==> config.mk <==
export PLATFORM = sky130hd
export DESIGN_NAME = quadencodergen
export DESIGN_NICKNAME = d
export VERILOG_FILES = /design/src/rtl/quadencodergen_pkg.sv /design/src/rtl/quadencodergen_dds.sv /design/src/rtl/quadencodergen.sv
export SDC_FILE = /design/constraint.sdc
export NUM_CORES = 1
export LEC_CHECK = 0
export ABC_AREA = 1
export BUFFER_PORTS_ARGS = -buffer_cell sky130_fd_sc_hd__buf_2
export CORE_MARGIN = 4
export CORE_UTILIZATION = 56
export CTS_CLUSTER_DIAMETER = 30
export DETAILED_ROUTE_END_ITERATION = 12
export GPL_TIMING_DRIVEN = 0
export PLACE_DENSITY = 0.76
export SLEW_MARGIN = 20
export SYNTH_ARGS = -nofsm -noshare
export SYNTH_HDL_FRONTEND = slang
export SYNTH_SLANG_ARGS = --single-unit
export TNS_END_PERCENT = 20
==> constraint.sdc <==
create_clock -name clk -period 2.3 [get_ports clk]
set_clock_uncertainty 0.15 [all_clocks]
set_input_delay 0.23 -clock clk [delete_from_list [all_inputs] [get_ports clk]]
set_output_delay 0.23 -clock clk [all_outputs]
set_load 0.005 [all_outputs]
==> src/rtl/quadencodergen_pkg.sv <==
// Shared definitions for the quadrature generator: {A,B} phase encoding and
// single-step phase advance helpers, also used by decoder test benches.
package quadencodergen_pkg;

   typedef logic [1:0] phase_t;   // {A, B}

   typedef enum logic {
      DIR_DOWN = 1'b0,
      DIR_UP   = 1'b1
   } dir_t;

   localparam phase_t PH_00 = 2'b00;
   localparam phase_t PH_10 = 2'b10;
   localparam phase_t PH_11 = 2'b11;
   localparam phase_t PH_01 = 2'b01;

   // Up order 00 -> 10 -> 11 -> 01 -> 00 keeps A leading B.
   function automatic phase_t next_phase_up(input phase_t ph);
      phase_t nxt;
      case (ph)
         PH_00:   nxt = PH_10;
         PH_10:   nxt = PH_11;
         PH_11:   nxt = PH_01;
         default: nxt = PH_00;
      endcase
      return nxt;
   endfunction

   function automatic phase_t next_phase_down(input phase_t ph);
      phase_t nxt;
      case (ph)
         PH_00:   nxt = PH_01;
         PH_01:   nxt = PH_11;
         PH_11:   nxt = PH_10;
         default: nxt = PH_00;
      endcase
      return nxt;
   endfunction

endpackage

==> src/rtl/quadencodergen_dds.sv <==
// Phase accumulator for the quadrature generator: clamps |velocity| and emits a
// combinational step request (carry) plus direction for the current edge.
module quadencodergen_dds
   import quadencodergen_pkg::*;
#(
   parameter int ACC_BITS = 32
) (
   input  logic                       clk,
   input  logic                       rst_n,
   input  logic                       enable,
   input  logic signed [ACC_BITS-1:0] velocity,
   output logic                       carry,
   output dir_t                       dir
);

   localparam logic [ACC_BITS-1:0] VEL_MIN = {1'b1, {(ACC_BITS-1){1'b0}}};
   localparam logic [ACC_BITS-1:0] MAG_MAX = {1'b0, {(ACC_BITS-1){1'b1}}};

   logic [ACC_BITS-1:0] acc_q, acc_d;
   logic [ACC_BITS-1:0] mag;
   logic [ACC_BITS:0]   sum;

   // The most negative command has no positive twin, so it saturates.
   function automatic logic [ACC_BITS-1:0] sat_mag(input logic signed [ACC_BITS-1:0] v);
      logic signed [ACC_BITS-1:0] neg;
      neg = -v;
      if ($unsigned(v) == VEL_MIN) begin
         return MAG_MAX;
      end
      return v[ACC_BITS-1] ? $unsigned(neg) : $unsigned(v);
   endfunction

   always_comb begin
      mag   = sat_mag(velocity);
      sum   = {1'b0, acc_q} + {1'b0, mag};
      carry = enable & sum[ACC_BITS];
      dir   = velocity[ACC_BITS-1] ? DIR_DOWN : DIR_UP;
      acc_d = enable ? sum[ACC_BITS-1:0] : acc_q;
   end

   always_ff @(posedge clk or negedge rst_n) begin
      if (!rst_n) begin
         acc_q <= '0;
      end else begin
         acc_q <= acc_d;
      end
   end

endmodule

==> src/rtl/quadencodergen.sv <==
// Quadrature encoder generator: turns a signed velocity into A/B edges, a
// once-per-revolution Z index, and the emitted position / revolution count.
module quadencodergen
   import quadencodergen_pkg::*;
#(
   parameter int BITS           = 32,
   parameter int ACC_BITS       = 32,
   parameter int COUNTS_PER_REV = 4000
) (
   input  logic                       clk,
   input  logic                       rst_n,
   input  logic                       enable,
   input  logic signed [ACC_BITS-1:0] velocity,
   input  logic                       pos_clear,
   output logic                       a,
   output logic                       b,
   output logic                       z,
   output logic signed [BITS-1:0]     position,
   output logic signed [15:0]         revs
);

   localparam int              RP_W    = $clog2(COUNTS_PER_REV);
   localparam logic [RP_W-1:0] RP_MAX  = RP_W'(COUNTS_PER_REV - 1);
   localparam logic [RP_W-1:0] RP_ONE  = RP_W'(1);
   localparam logic signed [BITS-1:0] POS_ONE = BITS'(1);

   logic                   step;
   dir_t                   dir;

   phase_t                 phase_q, phase_d;
   logic [RP_W-1:0]        rp_q, rp_d;
   logic signed [BITS-1:0] pos_q, pos_d;
   logic signed [15:0]     revs_q, revs_d;
   logic                   z_q, z_d;

   quadencodergen_dds #(
      .ACC_BITS (ACC_BITS)
   ) u_dds (
      .clk      (clk),
      .rst_n    (rst_n),
      .enable   (enable),
      .velocity (velocity),
      .carry    (step),
      .dir      (dir)
   );

   // A clear wins over a coincident step; the phase is left alone so A/B never glitch.
   always_comb begin
      phase_d = phase_q;
      rp_d    = rp_q;
      pos_d   = pos_q;
      revs_d  = revs_q;
      if (pos_clear) begin
         rp_d   = '0;
         pos_d  = '0;
         revs_d = '0;
      end else if (step) begin
         if (dir == DIR_UP) begin
            phase_d = next_phase_up(phase_q);
            pos_d   = pos_q + POS_ONE;
            if (rp_q == RP_MAX) begin
               rp_d   = '0;
               revs_d = revs_q + 16'sd1;
            end else begin
               rp_d = rp_q + RP_ONE;
            end
         end else begin
            phase_d = next_phase_down(phase_q);
            pos_d   = pos_q - POS_ONE;
            if (rp_q == '0) begin
               rp_d   = RP_MAX;
               revs_d = revs_q - 16'sd1;
            end else begin
               rp_d = rp_q - RP_ONE;
            end
         end
      end
      z_d = (rp_d == '0);
   end

   always_ff @(posedge clk or negedge rst_n) begin
      if (!rst_n) begin
         phase_q <= PH_00;
         rp_q    <= '0;
         pos_q   <= '0;
         revs_q  <= '0;
         z_q     <= 1'b1;
      end else begin
         phase_q <= phase_d;
         rp_q    <= rp_d;
         pos_q   <= pos_d;
         revs_q  <= revs_d;
         z_q     <= z_d;
      end
   end

   assign a        = phase_q[1];
   assign b        = phase_q[0];
   assign z        = z_q;
   assign position = pos_q;
   assign revs     = revs_q;

endmodule

==> flow_summary.toml <==
[run_status]
status = "finished, violations left"
violations = "negative setup slack"

[drt]
via_count = 10700
ant_nets = 0
first_pass_iters = 5
wl_um = 31200
wl_per_cell_um = 17.0
routed_via_density = 5.79
drtIter0Drc = 800
remaining_drc_errors = 0

[pwr]
powerDensity_nw_per_um2 = 972
total_leakage_power_uw = 0.00615
peakVddDrop_v = 0.000555

[synth]
ys_warn_count = 0
synth.avg_cell_area_um2 = 6.54
synth_cells = 1465
syn-num-nets = 1584
synth.distinct_cells = 50
synth_seq_area_share_pct = 24.8
synthArstFlopShare_pct = 100
synth_area_um2 = 9580
synth-seq-cells = 95
synthFlopType = "dfrtp_1"
synth-edff-count = 0

[sta]
relSlewSlack_pct = 55.0
worst_slack_ns = -1.25
fin_crit_sh_pct = 154
setup_violations = 91
tightest_slew_ns = 0.675
finalMaxSlewViolations = 0
fmax_ghz = 0.282
setup_tns_ns = -88.89
hold_violations = 0
hold_ws_ns = 0.0417
rsz0062_at_grt = "true"
period_needed_ns = 3.55

[flow_run]
cap_violations = 0

[global_route]
overflow = 0
antenna_found_initial = 0
grt_usage_pct = 30.0
grt_pass1_vias = 9961
grt_pass1_wl_um = 48200
grt_max_degree = 55

[clock_network]
clk_latency_ns = 0.37
ctsLongestPathBuffers = 2
cts.sinks = 95
cts_tree = "done"
htree_levels = 3
root_buffer = "clkbuf_16"
clkTransAtPathRegs_ns = 0.08
cts_buffers = 9

[finish]
fin_area_um2 = 12300
syn_to_final_growth_pct = 28.3
final_cells = 1840
final_nets = 1733
drive_above_1_share_pct = 24.1

[floorplanning]
start_util_pct = 57.4
num_io_pins = 87
fp.dieH_um = 139
die_w_um = 139
num_rows = 47
core_area_um2 = 16700
die-area_um2 = 19300

[worst_setup_path]
start_kind = "input pin"
max_stage_delay_ns = 0.38
r2r-end = "revs[14]"
crit_path_start = "velocity[1]"
path_max_fanout = 7
crit_path_end_kind = "register"
critPathArrivalTime_ns = 3.64
crit_slowest_cell = "fa_2"
worstReg2RegStart = "u_dds.acc_q[0]"
rrSetupSlack_ns = -0.45
reg2regPathDepth = 19
worstSetupPathType = "input pin to register"
crit_end = "revs[14]"
critical_path_required_ns = 2.40

[placement]
placed_area_um2 = 10400
place_inst = 1772
globalplace.congestion = 0.982
dpl.hpwl_um = 22100
io_buffers = 86

[worst_hold_path]
hold_path_class = "input pin to register"
-- registers in the layout, summed over array words and instances (netlist names) --
signal,count
z,1
revs,16
rp_q,12
phase_q,2
u_dds.acc_q,32
position,32
-- layer usage --
metal,up-vias,share of wire [%],global-route usage [%]
li1,5196,-,-
met1,4978,43,40.0
met2,433,48,50.3
met3,55,7.0,4.03
met4,0,2.4,10.5
met5,-,0,0
-- critical path: cells and delay by family --
kind / cells / cell delay (ns)
simple gates: 15 / 1.46
buf+inv: 11 / 1.20
fa+ha+maj: 2 / 0.50
compound gates: 2 / 0.23
-- Yosys cell counts, drive strengths merged, types with 2 or more instances --
cell / n / share of area, %
nand2: 416 / 17
nor2: 163 / 6.7
o21ai: 134 / 7.0
inv: 132 / 5.2
a21oi: 105 / 5.6
nand3: 102 / 5.4
dfrtp: 94 / 25
ha: 80 / 10
xor2: 36 / 3.3
xnor2: 33 / 3.0
nor3: 31 / 1.7
buf: 17 / 1.0
nand4: 15 / 0.98
o21bai: 15 / 1.2
clkbuf: 13 / 0.52
or2: 12 / 0.78
a21o: 10 / 0.78
nand3b: 9 / 0.71
a21boi: 8 / 0.63
a31oi: 7 / 0.46
nor4: 6 / 0.39
o31ai: 5 / 0.39
o211ai: 4 / 0.31
o21a: 4 / 0.31
fa: 3 / 0.63
a211oi: 2 / 0.16
-- repair_timing --
action / 4_1_cts / 5_1_grt
setup endpoints to repair: 95 / 94
endpoints found under the hold margin: 41 / 0
setup buffers: 27 / 16
pin swaps: 37 / 45
gates resized for setup: 151 / 144
cloned: 6 / 3
hold buffers: 1 / 0
-- cell type report --
type                       count  area (um^2)
clock inverter                 6         75.1
tap                          220          275
antenna                        1         2.50
clock buffer                  10          239
timing repair inverter         1         8.76
multi-input combinational   1207         7450
inverter                     133          552
sequential                    95         2380
fill                        1358         4420
timing repair buffer         137         1050
buffer                        30          245
-- power breakdown --
| group | leakage, uW | internal (uW) | switching (uW) |
|---|---|---|---|
| clock network | 0.000152 | 893 | 774 |
| logic | 0.00475 | 3070 | 4600 |
| registers | 0.00125 | 2160 | 446 |
-- metrics by stage --
stage / worst slack, ns / total power (uW) / utilization [%]
2_1_floorplan: -0.935 / 7040 / -
3_3_place_gp: -2.78 / 8430 / 62.3
3_5_place_dp: -2.84 / 8570 / 62.5
4_1_cts: -1.22 / 11000 / 69.3
5_1_grt: -1.50 / 12800 / 73.5
6_report: -1.25 / 11900 / 73.6
-- cells by family (layout without fill, tap and decap cells) --
family,after synthesis,in the layout,share of synthesized area [%]
simple gates,757,757,33.8
compound gates,297,297,17.1
buf+inv,163,317,6.77
flops,95,95,24.8
fa+ha+maj,83,83,11.1
xor+xnor,69,69,6.31
mux,1,1,0.104
other cells,0,1,0
-- worst min-delay path by stage --
stage               startpoint               to  slack [ns]  depth (start not counted)
5_1_grt              pos_clear         rp_q[11]        0.05                          2
4_1_cts              pos_clear         rp_q[11]        0.04                          2
3_5_place_dp             rst_n      position[9]        0.03                          1
6_report             pos_clear         rp_q[11]        0.04                          2
3_3_place_gp   u_dds.acc_q[23]  u_dds.acc_q[23]        0.32                          2
2_1_floorplan            rst_n       phase_q[0]       -0.22                          0
-- cell usage in the layout, fill, tap and decap left out, types with 11 or more instances in the layout --
| master | Yosys | layout |
|---|---|---|
| a21oi_2 | 3 | 21 |
| xnor2_1 | 33 | 33 |
| nor3_1 | 30 | 22 |
| o21bai_1 | 15 | 11 |
| nand2_1 | 404 | 371 |
| o21ai_1 | 33 | 41 |
| ha_4 | 0 | 15 |
| nand2_4 | 1 | 11 |
| xor2_1 | 36 | 36 |
| nor2_1 | 157 | 139 |
| nand2_2 | 10 | 33 |
| buf_2 | 10 | 88 |
| nand3_2 | 2 | 15 |
| buf_4 | 0 | 34 |
| dfrtp_1 | 94 | 94 |
| clkbuf_16 | 0 | 12 |
| a21oi_1 | 102 | 78 |
| o21ai_0 | 100 | 62 |
| nor2_2 | 4 | 13 |
| nand3_1 | 100 | 86 |
| inv_2 | 2 | 15 |
| o21ai_2 | 1 | 29 |
| nand4_1 | 15 | 15 |
| inv_1 | 130 | 112 |
| ha_1 | 80 | 65 |
No activity file was read; power rests on OpenSTA's default activity.
